==> src/rtl/minimips_pkg.sv <==
// Shared MiniMIPS widths, register-index constants and immediate extension helper.
package minimips_pkg;

    localparam int unsigned DATA_W     = 32;
    localparam int unsigned NUM_REGS   = 32;
    localparam int unsigned REG_ADDR_W = 5;
    localparam int unsigned IMM_W      = 16;

    typedef logic [DATA_W-1:0]     word_t;
    typedef logic [REG_ADDR_W-1:0] reg_idx_t;
    typedef logic [IMM_W-1:0]      imm_t;

    localparam reg_idx_t ZERO_REG = 5'd0;

    function automatic word_t ext_imm(input imm_t imm, input logic sign_ext);
        if (sign_ext)
            return {{(DATA_W-IMM_W){imm[IMM_W-1]}}, imm};
        else
            return {{(DATA_W-IMM_W){1'b0}}, imm};
    endfunction

endpackage

==> src/rtl/operand_fetch_if.sv <==
// Handshake bundles: decode-side operand request and ALU-side operand delivery.
interface of_req_if;
    import minimips_pkg::*;

    logic     in_valid;
    logic     in_ready;
    reg_idx_t rs;
    reg_idx_t rt;
    imm_t     imm;
    logic     use_imm;
    logic     sign_ext;

    modport master (output in_valid, rs, rt, imm, use_imm, sign_ext, input in_ready);
    modport slave  (input in_valid, rs, rt, imm, use_imm, sign_ext, output in_ready);
endinterface

interface of_alu_if;
    import minimips_pkg::*;

    logic  out_valid;
    logic  out_ready;
    word_t alu_a;
    word_t alu_b;

    modport master (output out_valid, alu_a, alu_b, input out_ready);
    modport slave  (input out_valid, alu_a, alu_b, output out_ready);
endinterface

==> src/rtl/operand_fetch_regfile.sv <==
// 32 x 32-bit register file: one write port, two combinational read ports, r0 hardwired to zero.
module reg_file_32x32
    import minimips_pkg::*;
(
    input  logic     clk,
    input  logic     rst_n,
    input  logic     i_we,
    input  reg_idx_t i_waddr,
    input  word_t    i_wdata,
    input  reg_idx_t i_raddr_a,
    output word_t    o_rdata_a,
    input  reg_idx_t i_raddr_b,
    output word_t    o_rdata_b
);

    word_t r_mem [NUM_REGS];

    always_ff @(posedge clk or negedge rst_n) begin
        if (!rst_n) begin
            for (int unsigned i = 0; i < NUM_REGS; i++)
                r_mem[i] <= '0;
        end else if (i_we && i_waddr != ZERO_REG) begin
            r_mem[i_waddr] <= i_wdata;
        end
    end

    assign o_rdata_a = (i_raddr_a == ZERO_REG) ? '0 : r_mem[i_raddr_a];
    assign o_rdata_b = (i_raddr_b == ZERO_REG) ? '0 : r_mem[i_raddr_b];

endmodule

==> src/rtl/operand_fetch.sv <==
// Register-read and operand-staging stage feeding the ALU through a single-entry output register.
module operand_fetch
    import minimips_pkg::*;
(
    input  logic     clk,
    input  logic     rst_n,
    of_req_if.slave  req,
    of_alu_if.master alu,
    input  logic     wb_en,
    input  reg_idx_t wb_addr,
    input  word_t    wb_data
);

    word_t    w_rf_rs;
    word_t    w_rf_rt;
    word_t    w_read_rs;
    word_t    w_read_rt;
    word_t    w_b_src;
    logic     w_accept;
    logic     w_wb_live;

    logic     r_out_valid;
    word_t    r_alu_a;
    word_t    r_alu_b;
    reg_idx_t r_held_rs;
    reg_idx_t r_held_rt;
    logic     r_held_imm;

    reg_file_32x32 u_rf (
        .clk       (clk),
        .rst_n     (rst_n),
        .i_we      (wb_en),
        .i_waddr   (wb_addr),
        .i_wdata   (wb_data),
        .i_raddr_a (req.rs),
        .o_rdata_a (w_rf_rs),
        .i_raddr_b (req.rt),
        .o_rdata_b (w_rf_rt)
    );

    assign w_wb_live = wb_en && (wb_addr != ZERO_REG);

    always_comb begin
        w_read_rs = w_rf_rs;
        if (req.rs == ZERO_REG)
            w_read_rs = '0;
        else if (wb_en && wb_addr == req.rs)
            w_read_rs = wb_data;

        w_read_rt = w_rf_rt;
        if (req.rt == ZERO_REG)
            w_read_rt = '0;
        else if (wb_en && wb_addr == req.rt)
            w_read_rt = wb_data;

        w_b_src = req.use_imm ? ext_imm(req.imm, req.sign_ext) : w_read_rt;
    end

    assign req.in_ready = !r_out_valid || alu.out_ready;
    assign w_accept     = req.in_valid && req.in_ready;

    // A held pair tracks write-backs to its source registers so it cannot go stale while stalled.
    always_ff @(posedge clk or negedge rst_n) begin
        if (!rst_n) begin
            r_out_valid <= 1'b0;
            r_alu_a     <= '0;
            r_alu_b     <= '0;
            r_held_rs   <= '0;
            r_held_rt   <= '0;
            r_held_imm  <= 1'b0;
        end else if (w_accept) begin
            r_out_valid <= 1'b1;
            r_alu_a     <= w_read_rs;
            r_alu_b     <= w_b_src;
            r_held_rs   <= req.rs;
            r_held_rt   <= req.rt;
            r_held_imm  <= req.use_imm;
        end else if (r_out_valid) begin
            if (alu.out_ready)
                r_out_valid <= 1'b0;
            if (w_wb_live && wb_addr == r_held_rs)
                r_alu_a <= wb_data;
            if (w_wb_live && !r_held_imm && wb_addr == r_held_rt)
                r_alu_b <= wb_data;
        end
    end

    assign alu.out_valid = r_out_valid;
    assign alu.alu_a     = r_alu_a;
    assign alu.alu_b     = r_alu_b;

endmodule

==> src/flat_wrapper.sv <==
// flat-port wrapper written by rule: the top's interface ports become plain ports
module operand_fetch_flat import minimips_pkg::*;
  (clk, rst_n, wb_en, wb_addr, wb_data, req_in_valid, req_rs, req_rt, req_imm, req_use_imm, req_sign_ext, req_in_ready, alu_out_valid, alu_alu_a, alu_alu_b, alu_out_ready);
  of_req_if req_i ();
  of_alu_if alu_i ();
  input  logic clk;
  input  logic rst_n;
  input  logic wb_en;
  input  reg_idx_t wb_addr;
  input  word_t wb_data;
  input wire logic [$bits(req_i.in_valid)-1:0] req_in_valid;
  input wire logic [$bits(req_i.rs)-1:0] req_rs;
  input wire logic [$bits(req_i.rt)-1:0] req_rt;
  input wire logic [$bits(req_i.imm)-1:0] req_imm;
  input wire logic [$bits(req_i.use_imm)-1:0] req_use_imm;
  input wire logic [$bits(req_i.sign_ext)-1:0] req_sign_ext;
  output wire logic [$bits(req_i.in_ready)-1:0] req_in_ready;
  output wire logic [$bits(alu_i.out_valid)-1:0] alu_out_valid;
  output wire logic [$bits(alu_i.alu_a)-1:0] alu_alu_a;
  output wire logic [$bits(alu_i.alu_b)-1:0] alu_alu_b;
  input wire logic [$bits(alu_i.out_ready)-1:0] alu_out_ready;
  assign req_i.in_valid = req_in_valid;
  assign req_i.rs = req_rs;
  assign req_i.rt = req_rt;
  assign req_i.imm = req_imm;
  assign req_i.use_imm = req_use_imm;
  assign req_i.sign_ext = req_sign_ext;
  assign req_in_ready = req_i.in_ready;
  assign alu_out_valid = alu_i.out_valid;
  assign alu_alu_a = alu_i.alu_a;
  assign alu_alu_b = alu_i.alu_b;
  assign alu_i.out_ready = alu_out_ready;
  operand_fetch u_core (.clk(clk), .rst_n(rst_n), .req(req_i), .alu(alu_i), .wb_en(wb_en), .wb_addr(wb_addr), .wb_data(wb_data));
endmodule
==> config.mk <==
export PLATFORM = sky130hd
export DESIGN_NAME = operand_fetch_flat
export DESIGN_NICKNAME = d
export VERILOG_FILES = /design/src/rtl/minimips_pkg.sv /design/src/rtl/operand_fetch_if.sv /design/src/rtl/operand_fetch_regfile.sv /design/src/rtl/operand_fetch.sv /design/src/flat_wrapper.sv
export SDC_FILE = /design/constraint.sdc
export NUM_CORES = 2
export LEC_CHECK = 0
export ABC_CLOCK_PERIOD_IN_PS = 4500
export BUFFER_PORTS_ARGS = -buffer_cell sky130_fd_sc_hd__buf_2
export CAP_MARGIN = 20
export CORE_ASPECT_RATIO = 1.2
export CORE_MARGIN = 3
export CORE_UTILIZATION = 60
export CTS_CLUSTER_DIAMETER = 100
export DETAILED_ROUTE_END_ITERATION = 6
export GPL_TIMING_DRIVEN = 0
export PLACE_DENSITY = 0.77
export SETUP_SLACK_MARGIN = 0.2
export SYNTH_ARGS = -nofsm -noshare
export SYNTH_HDL_FRONTEND = slang
export SYNTH_HIERARCHICAL = 1
export SYNTH_SLANG_ARGS = --single-unit
==> constraint.sdc <==
create_clock -name clk -period 4.5 [get_ports clk]
set_input_delay 0.675 -clock clk [delete_from_list [all_inputs] [get_ports clk]]
set_output_delay 0.675 -clock clk [all_outputs]
set_load 0.02 [all_outputs]
==> reports/results.tsv <==
metric	value	unit
run_status	complete, no violations	
post_cts_resized	0	
antenna_found_initial	8	
cts_sinks	1100	
cap_violations	0	
slew_headroom	4.63	%
viasPerCell	7.63	
critPathMaxFanout	12	
ys_seq_area_share	46.6	%
cts-hold-fix-buffers	0	
start_util	60.7	%
pin_count	136	
grt_pass1_wl	317000	um
place_hpwl	160000	um
fmax	230	MHz
die_w	292	um
wl_per_cell	39.5	um
startpoint_type	input port	
leakage	28.6	nW
routabilityCongestion	1.03	
slew_violations	0	
numCtsBuffers	112	
layout_common_cells	dfrtp_1 (1100), mux2_2 (997), mux4_2 (448), buf_2 (302), clkbuf_1 (250)	
final.period_utilization	96.8	%
cellPowerDensity	452	nW/um^2
syn_avg_cell_area	14.4	um^2
ys_warn_count	6	
syn_inst	4100	
post-cts-setup-buffers	0	
synth_seq_cells	1100	
cts_tree	yes	
clkLatencyLatePin	0.72	ns
finalSetupViolCount	0	
min_period	4.35	ns
peakVddDrop	329	uV
area_growth	10.9	%
syn_nets	4170	
clockBufferDepth	3	
finalHoldViolations	0	
final_nets	4432	
fp-row-count	125	
htreeDepth	3	
critPathKind	input port to register	
clkTransAtPathRegs	0.06	ns
ant_nets	0	
drive_above_1_share	45.4	%
synth_edf_count	0	
synth_top_area_share	46.6	%
cp_data_required_time	5.14	ns
cp-end-kind	register	
drt_pre_antenna_iters	6	
utilization	67.3	%
ys_types	57	
rsz0062_at_grt	no	
yosys_most_used_dff	dfrtp_1	
routed_wl	226000	um
clock_skew	0.0186	ns
drc_errors	0	
dieArea	102000	um^2
finalSetupTns	0	ns
gr-total-overflow	0	
yosys.area.top_type	dfrtp_1	
netlist_area	59100	um^2
ys_async_sr_fraction	100	%
cp.arrival	5.00	ns
core-area	97300	um^2
synthTopCellsByArea	dfrtp_1 (47%), mux2_2 (19%), mux4_2 (17%), mux2i_1 (3.0%), clkbuf_1 (1.4%)	
grt_max_degree	165	
root_buffer	clkbuf_16	
mostFrequentLayoutCell	dfrtp_1	
drtIter0Drc	6086	
place.port_buffers	133	
track_usage	44.3	%
worst_hold_path_type	input port to asynchronous set/reset pin	
die_h	350	um
via_count	43700	
grt_pass1_vias	43600	
max_slew.worst_pin.slew	1.42	ns
[metal layers]
layer	up-vias	GRT usage [%]	part of all wire, %
met1	22700	54.2	33
met2	3578	63.1	42
met4	10	40.0	11
li1	16400	-	-
met5	-	0.704	0.069
met3	1031	14.2	13
[report_power, final]
part | switching, mW | total, mW | leakage [nW] | internal, mW
logic | 3.09 | 6.47 | 12.7 | 3.38
clock network | 4.12 | 9.92 | 1.91 | 5.80
registers | 1.49 | 13.2 | 14.0 | 11.8
[kinds of logic (layout without fill, tap and decap cells)]
family,after synthesis,in the layout,synth area share [%]
DFF,1100,1100,46.6
xor gates and xnor gates,20,20,0.296
AOI/OAI and AO/OA,473,473,5.91
buffers and inverters,482,836,3.93
and+or+nand+nor,345,345,3.07
muxes,1680,1680,40.2
other,0,9,0
[critical path: stages]
cell and delay [ns]:
buf_2 0.18, buf_2 0.41, inv_1 0.11, buf_2 0.37, buf_2 0.54, nor2_1 1.04, a22oi_1 0.38, a311oi_1 0.75
nor3b_1 0.30, o32a_1 0.22
[through the flow]
stage	hold slack, ns	instance area, um^2	total power, mW	setup WS (ns)	cells
5_1_grt	0.0869	65500	30.4	0.451	5724
2_1_floorplan	0.379	59100	17.2	1.89	4100
3_3_place_gp	0.452	61300	19.3	-21.41	5503
6_report	0.00505	65500	29.6	0.146	5733
4_1_cts	0.0728	65400	29.4	0.715	5719
3_5_place_dp	0.467	61600	19.6	-0.00175	5513
[synthesized netlist by cell type (3+ instances only)]
cell type,instances
and4_1,17
nor3b_1,16
nor2_1,24
nand2b_1,7
buf_6,12
nor3_1,4
buf_2,170
mux4_2,448
nor2b_1,72
mux2_2,997
dfrtp_1,1100
nand3_1,22
xnor2_1,4
a221oi_1,48
o221ai_1,15
and2_1,3
xor2_1,16
o21ai_1,9
mux2i_1,176
o32a_1,16
nand2_1,141
buf_4,51
o21ai_0,103
and3_1,21
o211ai_1,16
a211oi_1,64
a311oi_1,80
buf_1,17
a22oi_1,79
a21oi_1,18
mux2_1,59
clkbuf_1,228
o2111ai_1,16
[state kept, by name (all words and copies together) (netlist names)]
register / cells
u_core/u_rf/r_mem: 1024
u_core/alu.alu_a: 32
u_core/alu.alu_b: 32
u_core/r_held_rs: 5
u_core/r_held_rt: 5
u_core/alu.out_valid: 1
u_core/r_held_imm: 1
[path summary, 6_finish.rpt]
path,from,depth (start not counted),slack (ns),end
min in group clk,req_in_valid,2,0.19,u_core/alu.out_valid$_DFF_PN0_
hold reg to reg,u_core/u_rf/r_mem[1018]$_DFFE_PN0P_,1,0.48,u_core/u_rf/r_mem[1018]$_DFFE_PN0P_
hold / removal,rst_n,1,0.005,u_core/u_rf/r_mem[442]$_DFFE_PN0P_
setup reg to reg,u_core/u_rf/r_mem[258]$_DFFE_PN0P_,5,1.56,u_core/alu.alu_b[2]$_DFFE_PN0P_
max in group asynchronous,rst_n,5,1.72,u_core/u_rf/r_mem[933]$_DFFE_PN0P_
setup / recovery,req_rs[0],10,0.15,u_core/alu.alu_a[11]$_DFFE_PN0P_
[area by class of cell]
type | count | area, um^2
Antenna cell | 9 | 22.5
Tap cell | 1270 | 1590
Timing Repair Buffer | 148 | 971
Inverter | 2 | 7.51
Clock inverter | 52 | 657
Multi-Input combinational cell | 2518 | 29200
Fill cell | 6977 | 31800
Buffer | 480 | 2320
Clock buffer | 154 | 3190
Sequential cell | 1100 | 27500
(Power assumes the default switching activity.)
